### src/rtl/zork_pkg.sv
// Shared definitions for the movement-check interface: direction codes,
// map geometry and requester FSM states.
package zork_pkg;

  typedef enum logic [2:0] {
    DIR_UP    = 3'd0,
    DIR_DOWN  = 3'd1,
    DIR_RIGHT = 3'd2,
    DIR_LEFT  = 3'd3,
    DIR_NONE  = 3'd4
  } dir_e;

  localparam int GRID_W = 8;
  localparam int GRID_H = 4;
  localparam int POSX_W = 3;
  localparam int POSY_W = 2;

  localparam logic [POSX_W-1:0] X_MAX = POSX_W'(GRID_W - 1);
  localparam logic [POSY_W-1:0] Y_MAX = POSY_W'(GRID_H - 1);

  typedef enum logic [1:0] {
    ST_IDLE = 2'd0,
    ST_REQ  = 2'd1,
    ST_RESP = 2'd2
  } state_e;

  // Codes 5-7 have no movement meaning and collapse onto NONE.
  function automatic dir_e norm_dir(input logic [2:0] d);
    return (d > 3'd4) ? DIR_NONE : dir_e'(d);
  endfunction

  // True when the move would step off the map (no wrap-around).
  function automatic logic edge_guard(input dir_e d,
                                      input logic [POSX_W-1:0] x,
                                      input logic [POSY_W-1:0] y);
    case (d)
      DIR_UP:    return y == '0;
      DIR_DOWN:  return y == Y_MAX;
      DIR_RIGHT: return x == X_MAX;
      DIR_LEFT:  return x == '0;
      default:   return 1'b0;
    endcase
  endfunction

endpackage

### src/rtl/player_move_requester_move_counter.sv
// move_counter: saturating 8-bit count of successful moves.
module move_counter (
  input  logic       clk,
  input  logic       rst_n,
  input  logic       inc_i,
  output logic [7:0] count_o
);

  logic [7:0] count_q;

  always_ff @(posedge clk or negedge rst_n) begin
    if (!rst_n)
      count_q <= 8'd0;
    else if (inc_i && count_q != 8'hFF)
      count_q <= count_q + 8'd1;
  end

  assign count_o = count_q;

endmodule

### src/rtl/player_move_requester.sv
// Player move requester: owns the player position and asks the external
// forbidden-move checker about each command. MOVE_COUNTER_EN adds a move counter.
module player_move_requester
  import zork_pkg::*;
#(
  parameter logic [2:0] START_X = 3'd0,
  parameter logic [1:0] START_Y = 2'd0
) (
  input  logic       clk,
  input  logic       rst_n,
  input  logic [2:0] cmd_dir,
  input  logic       cmd_valid,
  output logic       cmd_ready,
  output logic [2:0] chk_posx,
  output logic [1:0] chk_posy,
  output logic [2:0] chk_dir,
  output logic       chk_valid,
  input  logic [2:0] chk_positionx,
  input  logic [1:0] chk_positiony,
  output logic [2:0] pos_x,
  output logic [1:0] pos_y,
  output logic       move_done,
  output logic       bump,
  output logic [7:0] move_count
);

  state_e      state_q;
  dir_e        dir_q;
  dir_e        chk_dir_q;
  logic        chk_valid_q;
  logic        cmd_ready_q;
  logic        done_q;
  logic        bump_q;
  logic [2:0]  pos_x_q;
  logic [1:0]  pos_y_q;

  dir_e        cmd_norm;
  logic        cmd_guard;
  logic        req_guard;
  logic        req_stay;

  assign cmd_norm  = norm_dir(cmd_dir);
  assign cmd_guard = edge_guard(cmd_norm, pos_x_q, pos_y_q);
  assign req_guard = edge_guard(dir_q, pos_x_q, pos_y_q);
  assign req_stay  = (chk_positionx == pos_x_q) && (chk_positiony == pos_y_q);

  // Request strobe and direction are decided at the handshake so that they
  // come straight from flops during REQ.
  always_ff @(posedge clk or negedge rst_n) begin
    if (!rst_n) begin
      state_q     <= ST_IDLE;
      dir_q       <= DIR_NONE;
      chk_dir_q   <= DIR_NONE;
      chk_valid_q <= 1'b0;
      cmd_ready_q <= 1'b1;
      done_q      <= 1'b0;
      bump_q      <= 1'b0;
      pos_x_q     <= START_X;
      pos_y_q     <= START_Y;
    end else begin
      case (state_q)
        ST_IDLE: begin
          if (cmd_valid && cmd_ready_q) begin
            dir_q       <= cmd_norm;
            chk_dir_q   <= cmd_norm;
            chk_valid_q <= (cmd_norm != DIR_NONE) && !cmd_guard;
            cmd_ready_q <= 1'b0;
            state_q     <= ST_REQ;
          end
        end
        ST_REQ: begin
          chk_valid_q <= 1'b0;
          chk_dir_q   <= DIR_NONE;
          if (chk_valid_q) begin
            pos_x_q <= chk_positionx;
            pos_y_q <= chk_positiony;
          end
          bump_q  <= (dir_q != DIR_NONE) && (req_guard || req_stay);
          done_q  <= 1'b1;
          state_q <= ST_RESP;
        end
        ST_RESP: begin
          done_q      <= 1'b0;
          bump_q      <= 1'b0;
          cmd_ready_q <= 1'b1;
          state_q     <= ST_IDLE;
        end
        default: begin
          state_q     <= ST_IDLE;
          chk_valid_q <= 1'b0;
          chk_dir_q   <= DIR_NONE;
          done_q      <= 1'b0;
          bump_q      <= 1'b0;
          cmd_ready_q <= 1'b1;
        end
      endcase
    end
  end

  assign cmd_ready = cmd_ready_q;
  assign chk_posx  = pos_x_q;
  assign chk_posy  = pos_y_q;
  assign chk_dir   = chk_dir_q;
  assign chk_valid = chk_valid_q;
  assign pos_x     = pos_x_q;
  assign pos_y     = pos_y_q;
  assign move_done = done_q;
  assign bump      = bump_q;

`ifdef MOVE_COUNTER_EN
  move_counter u_move_counter (
    .clk    (clk),
    .rst_n  (rst_n),
    .inc_i  (done_q && !bump_q && dir_q != DIR_NONE),
    .count_o(move_count)
  );
`else
  assign move_count = 8'd0;
`endif

endmodule

### config.mk
export PLATFORM = sky130hd
export DESIGN_NAME = player_move_requester
export DESIGN_NICKNAME = d
export VERILOG_FILES = /design/src/rtl/zork_pkg.sv /design/src/rtl/player_move_requester_move_counter.sv /design/src/rtl/player_move_requester.sv
export SDC_FILE = /design/constraint.sdc
export NUM_CORES = 1
export LEC_CHECK = 0
export CAP_MARGIN = 20
export CORE_MARGIN = 4
export CORE_UTILIZATION = 45
export DETAILED_ROUTE_END_ITERATION = 12
export PLACE_DENSITY = 0.8
export SLEW_MARGIN = 20
export SYNTH_ARGS = -nofsm -noshare
export SYNTH_HDL_FRONTEND = slang
export SYNTH_SLANG_ARGS = --single-unit
### constraint.sdc
create_clock -name clk -period 2.85 [get_ports clk]
set_input_delay 0.57 -clock clk [delete_from_list [all_inputs] [get_ports clk]]
set_output_delay 0.57 -clock clk [all_outputs]
set_load 0.05 [all_outputs]
## Yosys cells after proc, flatten, opt, wreduce, memory -nomap -nowiden

Cells that the tools add are included.

- Flip-flop bits (word level): 17
- Latch bits: 0
- Memory bits (writable): 0
- ROM bits: 0
- Bits of input ports: 11
- Output and inout port bits: 25
- Memories: 0

- $add $sub $neg: 0
- $mul: 0
- Divide/modulo/power cells: 0
- $lt $le $gt $ge: 1
- Equal/unequal tests: 15
- Shift operators: 0
- Mux-type cells: 13
- Bitwise operators: 2
- Reductions and logical operators: 15

Operators with widths:

| cell | number |
|---|---|
| == test 3 x 2 -> 1 bit (second input constant) | 4 |
| logical NOT 3 bit | 3 |
| one-hot mux 1 bit (2 select lines) | 4 |
| one-hot mux 1 bit (4 select lines) | 2 |
| AND reduction 2 bit | 4 |
| == test 3 x 1 -> 1 bit (second input constant) | 2 |
| 2-to-1 mux 3 bit | 2 |
| inequality test 3 bit (second input constant) | 2 |
| one-hot mux 3 bit (2 select lines) | 1 |
| == test 2 bit (second input constant) | 2 |
| logical AND 1 bit | 4 |
| logical NOT 2 bit | 2 |
| one-hot mux 2 bit (2 select lines) | 1 |
| == test 3 bit | 1 |
| == test 3 bit (second input constant) | 1 |
| > comparator 3 bit (second input constant) | 1 |
| == test 2 x 1 -> 1 bit (second input constant) | 1 |
| == test 2 bit | 1 |
| 2-to-1 mux 1 bit | 2 |
| 2-to-1 mux 2 bit | 1 |
| inequality test 2 bit (second input constant) | 1 |
| inverter 1 bit | 2 |
| logical NOT 1 bit | 1 |
| logical OR 1 bit | 1 |

## Longest topological paths before layout

Gate-level depths: netlist (run 1).

- Depth after elaboration: 8
- Mapped depth: 4
- Gate-level depth less buffers: 4

## Least setup slack after synthesis (run 1)

No wires, ideal clock.

- Path type: flip-flop to output port
- From: reg pos_y_q[1] (netlist: chk_posy[1])
- To: out pos_y[1]
- Arrival: 992 ps
- Data required time: 2280 ps
- Slack: 1288 ps
- Cell stages (with the launch flop): 2
- Path buffers: 1
- Path through: dfrtp_1 > buf_4

RTL lines:

| item | RTL line | source |
|---|---|---|
| from (decl) | player_move_requester.sv:35 | `logic [1:0] pos_y_q;` |
| from (signal assigned) | player_move_requester.sv:76 | `pos_y_q <= chk_positiony;` |
| to (decl) | player_move_requester.sv:21 | `output logic [1:0] pos_y,` |

No word-level cell between the ends.

## Worst setup path in the final report (run 1)

- From: reg pos_y_q[0] (netlist: chk_posy[0])
- To: out chk_posy[0]

RTL lines:

| item | RTL line | source |
|---|---|---|
| to (decl) | player_move_requester.sv:15 | `output logic [1:0] chk_posy,` |

No word-level cell between the ends.

==> results.cfg, run 1 <==
[yosys]
syn_area_um2 = 877
synthArstFlopShare_pct = 100
yosys-top-cells-count = dfrtp_1 (14), buf_4 (13), nor2_1 (7)
ys_seq_area_share_pct = 48.9
synth_cell_types = 29
yosysMostFrequentCell = dfrtp_1
synth-seq-cells = 17
synth_area_leader_cell = dfrtp_1
synth_top_area_share_pct = 39.9
netlist_top_cells_area = dfrtp_1 (40%), buf_4 (11%), dfstp_2 (9.0%)
avgSynthCellArea_um2 = 11.1
synth-edff-count = 0
synth_warnings = 0
ys.flop_type = dfrtp_1
syn_inst = 79

[global_route]
track_usage_pct = 15.3
grt_pass1_vias = 694
grt_pass1_wl_mm = 3.06
grt_max_degree = 18
antenna_found_initial = 0
grt.overflow.total = 0

[final_layout]
insertedDiodeCount = 0
fill_cells = 157
post_route_cells_drive_above_1_share_pct = 18.3
area_growth_pct = 29.4
regArea_um2 = 429
multi_input_area_um2 = 365
nNetsFinal = 116

[route]
wire_per_inst_um = 13.6
drtPass1Iterations = 4
routed_wl_mm = 1.76
routed_via_density = 4.92
drc_errors = 0
first_iter_violations = 1
postRouteAntennaNets = 0
vias = 635

[place]
portBuffers = 27
gp_congestion = 0.751
hpwlAfterDp_mm = 1.35

[timing]
hold_violations = 0
slew_viol_final = 0
rsz0062_at_grt = no
period_minus_slack_ps = 2230
worst_slew_pin_slew_ps = 741
fin_setup_tns_ps = 0
setup_viol = 0
period_share_pct = 78.3
relSlewSlack_pct = 50.4
clock_skew_ps = 6.58
fmax_ghz = 0.448

[run]
cap_violations = 0

[floorplanning]
start_util_pct = 49.2
dieArea_um2 = 2720
core_area_um2 = 1780
fp-row-count = 15
die_y_um = 52.2
die_w_um = 52.2
io_pins = 36

[clocking]
numCtsBuffers = 3
clockBufferDepth = 2
cts_resized = 0
clkLatencyLatePin_ps = 290
cts-root-buf = clkbuf_4
post_cts_buffers = 0
tritoncts = yes
cts_max_level = 1
clk_pin_slew_worst_paths_ps = 100
cts.sinks = 17
ctsHoldBuffers = 0

[run_status]
outcome = completed

[setup_path]
start_kind = flip-flop
cp_max_fo = 8
path_class = reg -> out
cp_slowest_cell = clkdlybuf4s50_1
critPathTopFamily = buffers and inverters
slowest_delay_ps = 860
crit_chain = clkdlybuf4s50_1
arrival_ps = 1660
end_kind = output port
crit_buf_inv = 1
required_ps = 2280

[hold_path]
min_path_type = reg -> reg
registers in the layout (all words and copies together), names as in the netlist:
signal / flops
chk_posy: 2
chk_posx: 3
chk_valid: 1
state_q: 2
move_done: 1
chk_dir: 3
bump: 1
dir_q: 3
cmd_ready: 1
layer usage:
layer  up-vias  routed length (µm)  track usage [%]
met5         -                   0                0
met2        24                 832             24.3
li1        304                   -                -
met4         0                  25             6.38
met1       303                 783             20.1
met3         4                 117             3.44
worst min-delay path, stage by stage, from the launching register on:
cell     delay, ps
dfstp_2        380
inv_1           40
a21oi_1         50
worst paths after layout:
path / startpoint / to / slack, ps / cells after the start
setup / recovery: chk_posy[0] / chk_posy[0] / 620 / 1
hold / removal: chk_dir[2] / chk_dir[2] / 470 / 2
setup reg to reg: state_q[1] / chk_valid / 1470 / 4
hold reg to reg: chk_dir[2] / chk_dir[2] / 470 / 2
max in group asynchronous: rst_n / bump / 1670 / 1
min in group asynchronous: rst_n / state_q[0] / 710 / 1
placed cells by master, fill, tap and decap left out:
cell             synthesis  layout
and3_1                   1       1
nand4_1                  1       1
xor2_1                   2       2
nor2_1                   7       7
o21ai_0                  1       1
a31oi_1                  1       1
a22o_1                   2       2
nand2_1                  2       2
conb_1                   1       8
a22o_2                   2       2
a21o_1                   1       1
a221o_1                  1       1
clkbuf_4                 0       3
a21oi_1                  1       1
nor2b_4                  1       1
nand3_1                  3       3
or3_1                    1       1
nor3_1                   3       3
nor3b_1                  1       1
clkinv_2                 0       1
clkdlybuf4s50_1          0      27
dfstp_2                  3       3
dfrtp_1                 14      14
a2111oi_2                1       1
a32o_1                   1       1
xnor2_1                  3       3
o211ai_1                 1       1
and3b_2                  1       1
mux2_2                   6       6
inv_1                    3       3
nor2_2                   1       1
per-stage QoR:
| step | cell area (µm²) | std cells | hold WS, ps | util, % | setup WS, ps |
|---|---|---|---|---|---|
| finish | 1130 | 129 | 469 | 63.6 | 618 |
| global route | 1130 | 129 | 505 | 63.6 | 564 |
| floorplan | 903 | 86 | 274 | - | 1290 |
| detailed placement | 1110 | 125 | 454 | 62.1 | 857 |
| CTS | 1130 | 129 | 471 | 63.6 | 617 |
| global placement | 1110 | 125 | 450 | 62.1 | 894 |
cell type report:
cell class | count | share of cell area, %
inverter | 3 | 0.992
clock inverter | 1 | 0.441
sequential | 17 | 37.8
timing repair buffer | 27 | 23.8
multi-input combinational | 53 | 32.2
tap | 25 | 2.76
clock buffer | 3 | 1.98
logic make-up (layout without fill, tap and decap cells):
group,after synthesis,count (layout),synth area share (%)
simple gates,22,22,13.7
flops,17,17,48.9
buf+inv,16,34,12.4
compound gates,12,12,11.8
mux,6,6,7.70
xor+xnor,5,5,4.99
other cells,1,8,0.428
Power of run 1 is not shown: default switching activity piles up to over one toggle a cycle in this logic, so the estimate is an artifact.
==> run 2: changes to the inputs <==
--- a/config.mk
+++ b/config.mk
@@ -7,9 +7,9 @@
 export LEC_CHECK = 0
 export CAP_MARGIN = 20
 export CORE_MARGIN = 4
-export CORE_UTILIZATION = 45
+export CORE_UTILIZATION = 41
 export DETAILED_ROUTE_END_ITERATION = 12
-export PLACE_DENSITY = 0.8
+export PLACE_DENSITY = 0.74
 export SLEW_MARGIN = 20
 export SYNTH_ARGS = -nofsm -noshare
 export SYNTH_HDL_FRONTEND = slang
==> constraint.sdc (replaced) <==
create_clock -name clk -period 2.1 [get_ports clk]
set_input_delay 0.42 -clock clk [delete_from_list [all_inputs] [get_ports clk]]
set_output_delay 0.42 -clock clk [all_outputs]
set_load 0.05 [all_outputs]
==> run 2 against run 1 <==
  * Register-to-register slack got worse by 750 ps
  * Die area increased by 8.2%
  * Flip-flop and latch count stayed put
  * Worst hold slack lost 29 ps
  * Via count increased by 1.9%
  * Design area increased by 1.5%
  * Utilization down 6.1 points
  * Critical endpoint is now chk_posy[1]
  * Largest cell class unchanged
==> results.cfg, run 2 (synthesis gave the netlist of run 1 again) <==
[setup_path]
path_class = reg -> out
required_ps = 1680
end_kind = output port
crit_chain = clkdlybuf4s50_1
r2r-start = chk_posx[0]
reg2reg_to = chk_valid
reg2reg_depth = 4
critPathTopFamily = buffers and inverters
crit_buf_inv = 1
r2r_slack_ps = 720
start_kind = flip-flop
arrival_ps = 1590
cp_max_fo = 8
slowest_delay_ps = 840
cp_slowest_cell = clkdlybuf4s50_1

[floorplanning]
die_w_um = 54.3
dieArea_um2 = 2940
core_area_um2 = 2000
io_pins = 36
die_y_um = 54.3
fp-row-count = 16
start_util_pct = 43.8

[place]
dp_worst_setup_slack_ps = 256
portBuffers = 27
dpl.cell_count = 128
hpwlAfterDp_mm = 1.32
gp_congestion = 0.795

[global_route]
grt_pass1_wl_mm = 2.70
antenna_found_initial = 0
grt_pass1_vias = 633
grt.overflow.total = 0
grt_max_degree = 18
track_usage_pct = 13.4

[clocking]
cts-root-buf = clkbuf_4
ctsHoldBuffers = 0
cts_max_level = 1
tritoncts = yes
clockBufferDepth = 2
clk_pin_slew_worst_paths_ps = 100
post_cts_buffers = 0
cts.sinks = 17
cts_resized = 0
numCtsBuffers = 3
clkLatencyLatePin_ps = 290

[timing]
fmax_ghz = 0.497
worst_slew_pin_slew_ps = 508
hold_violations = 0
setup_slack_ps = 86.6
period_minus_slack_ps = 2010
period_share_pct = 95.9
slew_viol_final = 0
relSlewSlack_pct = 66.1
fin_setup_tns_ps = 0
setup_viol = 0
clock_skew_ps = 1.67
rsz0062_at_grt = no

[run_status]
outcome = completed

[route]
wire_per_inst_um = 12.9
vias = 647
drc_errors = 0
routed_wl_mm = 1.71
postRouteAntennaNets = 0
drtPass1Iterations = 4
first_iter_violations = 7
routed_via_density = 4.90

[run]
cap_violations = 0

[final_layout]
post_route_cells_drive_above_1_share_pct = 21.0
insertedDiodeCount = 0
nNetsFinal = 117
mostFrequentLayoutCells = clkdlybuf4s50_1 (20), dfrtp_1 (14), conb_1 (8)
area_growth_pct = 31.4
layout_commonest_cell = clkdlybuf4s50_1
stdcell_count = 132

[hold_path]
min_path_type = in -> async
==> run 2: cell types whose count changed in the layout (fill, tap and decap cells not counted), sizes merged <==
cell | before | now
dlymetal6s2s | 0 | 5
buf | 0 | 3
clkdlybuf4s50 | 27 | 20
==> run 2: routing by layer <==
layer / GRT usage (%) / wire length, µm / vias up
met5: 0 / 0 / -
met4: 4.98 / 32 / 0
met3: 5.72 / 123 / 4
met2: 20.3 / 841 / 26
met1: 16.8 / 712 / 310
li1: - / - / 307
==> run 2: worst max path at each step <==
stage,from,endpoint,slack [ps],cells after the start
after detailed placement,cmd_dir[0],chk_valid,260,4
after global placement,cmd_dir[0],chk_valid,290,4
final,chk_posy[1],chk_posy[1],90,1
after global routing,chk_posx[2],chk_posx[2],8,1
after CTS,chk_posy[0],chk_posy[0],50,1
after floorplan,chk_posy[1],chk_valid,570,3
==> run 2: layout make-up <==
cell class                 count  area, µm²
clock buffer                   3       22.5
clock inverter                 1       5.00
fill                         188        850
inverter                       3       11.3
multi-input combinational     53        365
sequential                    17        429
tap                           27       33.8
timing repair buffer          28        285
==> run 2: per-stage QoR <==
stage | cell area, µm² | hold WS [ps] | util (%)
after detailed placement | 1110 | 454 | 55.6
after global placement | 1110 | 454 | 55.6
after CTS | 1140 | 437 | 56.9
after global routing | 1150 | 451 | 57.6
after floorplan | 903 | 124 | -
final | 1150 | 440 | 57.6
Power of run 2 is left out for the same reason.
==> run 3: changes to the inputs <==
--- a/config.mk
+++ b/config.mk
@@ -7,9 +7,10 @@
 export LEC_CHECK = 0
 export CAP_MARGIN = 20
 export CORE_MARGIN = 4
-export CORE_UTILIZATION = 41
+export CORE_UTILIZATION = 44
+export CTS_BUF_LIST = sky130_fd_sc_hd__clkbuf_8
 export DETAILED_ROUTE_END_ITERATION = 12
-export PLACE_DENSITY = 0.74
+export PLACE_DENSITY = 0.79
 export SLEW_MARGIN = 20
 export SYNTH_ARGS = -nofsm -noshare
 export SYNTH_HDL_FRONTEND = slang
==> run 3 against run 2 <==
  * Design area is 0.33% higher
  * Critical path type unchanged
  * Highest routed layer is now met3
  * Non-clock buffer count stayed put
  * Largest cell class unchanged
  * Critical path depth stayed put
==> results.cfg, run 3 (synthesis gave the netlist of run 1 again) <==
[run_status]
outcome = completed

[timing]
period_share_pct = 95.4
clock_skew_ps = 5.46
fmax_ghz = 0.499
setup_viol = 0
hold_violations = 0
worst_slew_pin_slew_ps = 499
slew_viol_final = 0
relSlewSlack_pct = 66.6
fin_setup_tns_ps = 0
period_minus_slack_ps = 2000
rsz0062_at_grt = no

[floorplanning]
die_w_um = 52.6
core_area_um2 = 1800
fp-row-count = 15
dieArea_um2 = 2770
start_util_pct = 48.7
die_y_um = 52.6
io_pins = 36

[setup_path]
slowest_delay_ps = 860
cp_slowest_cell = clkdlybuf4s50_1
crit_chain = clkdlybuf4s50_1
critPathTopFamily = buffers and inverters
cp_max_fo = 8
crit_buf_inv = 1
end_kind = output port
path_class = reg -> out
start_kind = flip-flop
arrival_ps = 1580
required_ps = 1680

[route]
vias = 639
drc_errors = 0
first_iter_violations = 7
postRouteAntennaNets = 0
drtPass1Iterations = 4
routed_via_density = 4.92
routed_wl_mm = 1.71
wire_per_inst_um = 13.2

[clocking]
ctsHoldBuffers = 0
cts.sinks = 17
clk_pin_slew_worst_paths_ps = 70
cts-root-buf = clkbuf_8
clkLatencyLatePin_ps = 250
post_cts_buffers = 0
cts_max_level = 1
clockBufferDepth = 2
numCtsBuffers = 3
tritoncts = yes
cts_resized = 0

[place]
hpwlAfterDp_mm = 1.34
place_area_um2 = 1110
gp_congestion = 0.743
portBuffers = 27

[final_layout]
insertedDiodeCount = 0
mostFrequentLayoutCells = clkdlybuf4s50_1 (25), dfrtp_1 (14), conb_1 (8)
fin_area_um2 = 1160
area_growth_pct = 31.8
nNetsFinal = 117
post_route_cells_drive_above_1_share_pct = 21.0
layout_commonest_cell = clkdlybuf4s50_1
fill_cells = 165

[run]
cap_violations = 0

[global_route]
grt_pass1_wl_mm = 2.75
grt.overflow.total = 0
grt_max_degree = 18
grt_pass1_vias = 645
antenna_found_initial = 0
track_usage_pct = 13.3

[hold_path]
min_path_type = reg -> reg
[run 3: changes by cell type in the layout (fill, tap and decap cells not counted)]
cell             change
clkdlybuf4s50_1      +5
dlymetal6s2s_1       -5
clkbuf_8             +3
clkbuf_4             -3
[run 3: final cells by class]
type | count | area (µm²) | share of cell area [%]
Multi-Input combinational cell | 53 | 365 | 31.6
Inverter | 3 | 11.3 | 0.974
Sequential cell | 17 | 429 | 37.1
Tap cell | 25 | 31.3 | 2.71
Clock buffer | 3 | 41.3 | 3.57
Timing Repair Buffer | 28 | 273 | 23.6
Clock inverter | 1 | 5.00 | 0.433
[run 3: per-layer routing]
| layer | global-route usage (%) | routed length (µm) | up-vias |
|---|---|---|---|
| met5 | 0 | 0 | - |
| met2 | 23.3 | 845 | 20 |
| met4 | 3.83 | 0 | 0 |
| met3 | 3.42 | 104 | 0 |
| li1 | - | - | 311 |
| met1 | 15.7 | 764 | 308 |
[run 3: metrics by stage]
step | hold WS (ps) | instances | util (%) | worst slack [ps]
CTS | 466 | 130 | 64.2 | 85.8
global route | 475 | 130 | 64.2 | 40.1
floorplan | 124 | 86 | - | 572
detailed placement | 455 | 126 | 61.6 | 256
finish | 464 | 130 | 64.2 | 96.9
global placement | 450 | 126 | 61.6 | 296
[run 3: worst reg2reg max path, stage by stage, from the launching register on]
cell and delay (ps):
dfrtp_1 440, nor3_1 290, and3b_2 210, o21ai_0 80
a32o_1 260
[run 3: worst paths after layout]
path	end	slack, ps	depth (start not counted)	from
worst max-delay path	chk_posy[0]	100	1	chk_posy[0]
worst min-delay path	chk_dir[2]	460	2	chk_dir[2]
worst max register to register	chk_valid	700	4	chk_posx[0]
worst min register to register	chk_dir[2]	460	2	chk_dir[2]
max in group asynchronous	dir_q[2]	1350	2	rst_n
min in group asynchronous	dir_q[0]	500	2	rst_n
Power of run 3 is left out for the same reason.
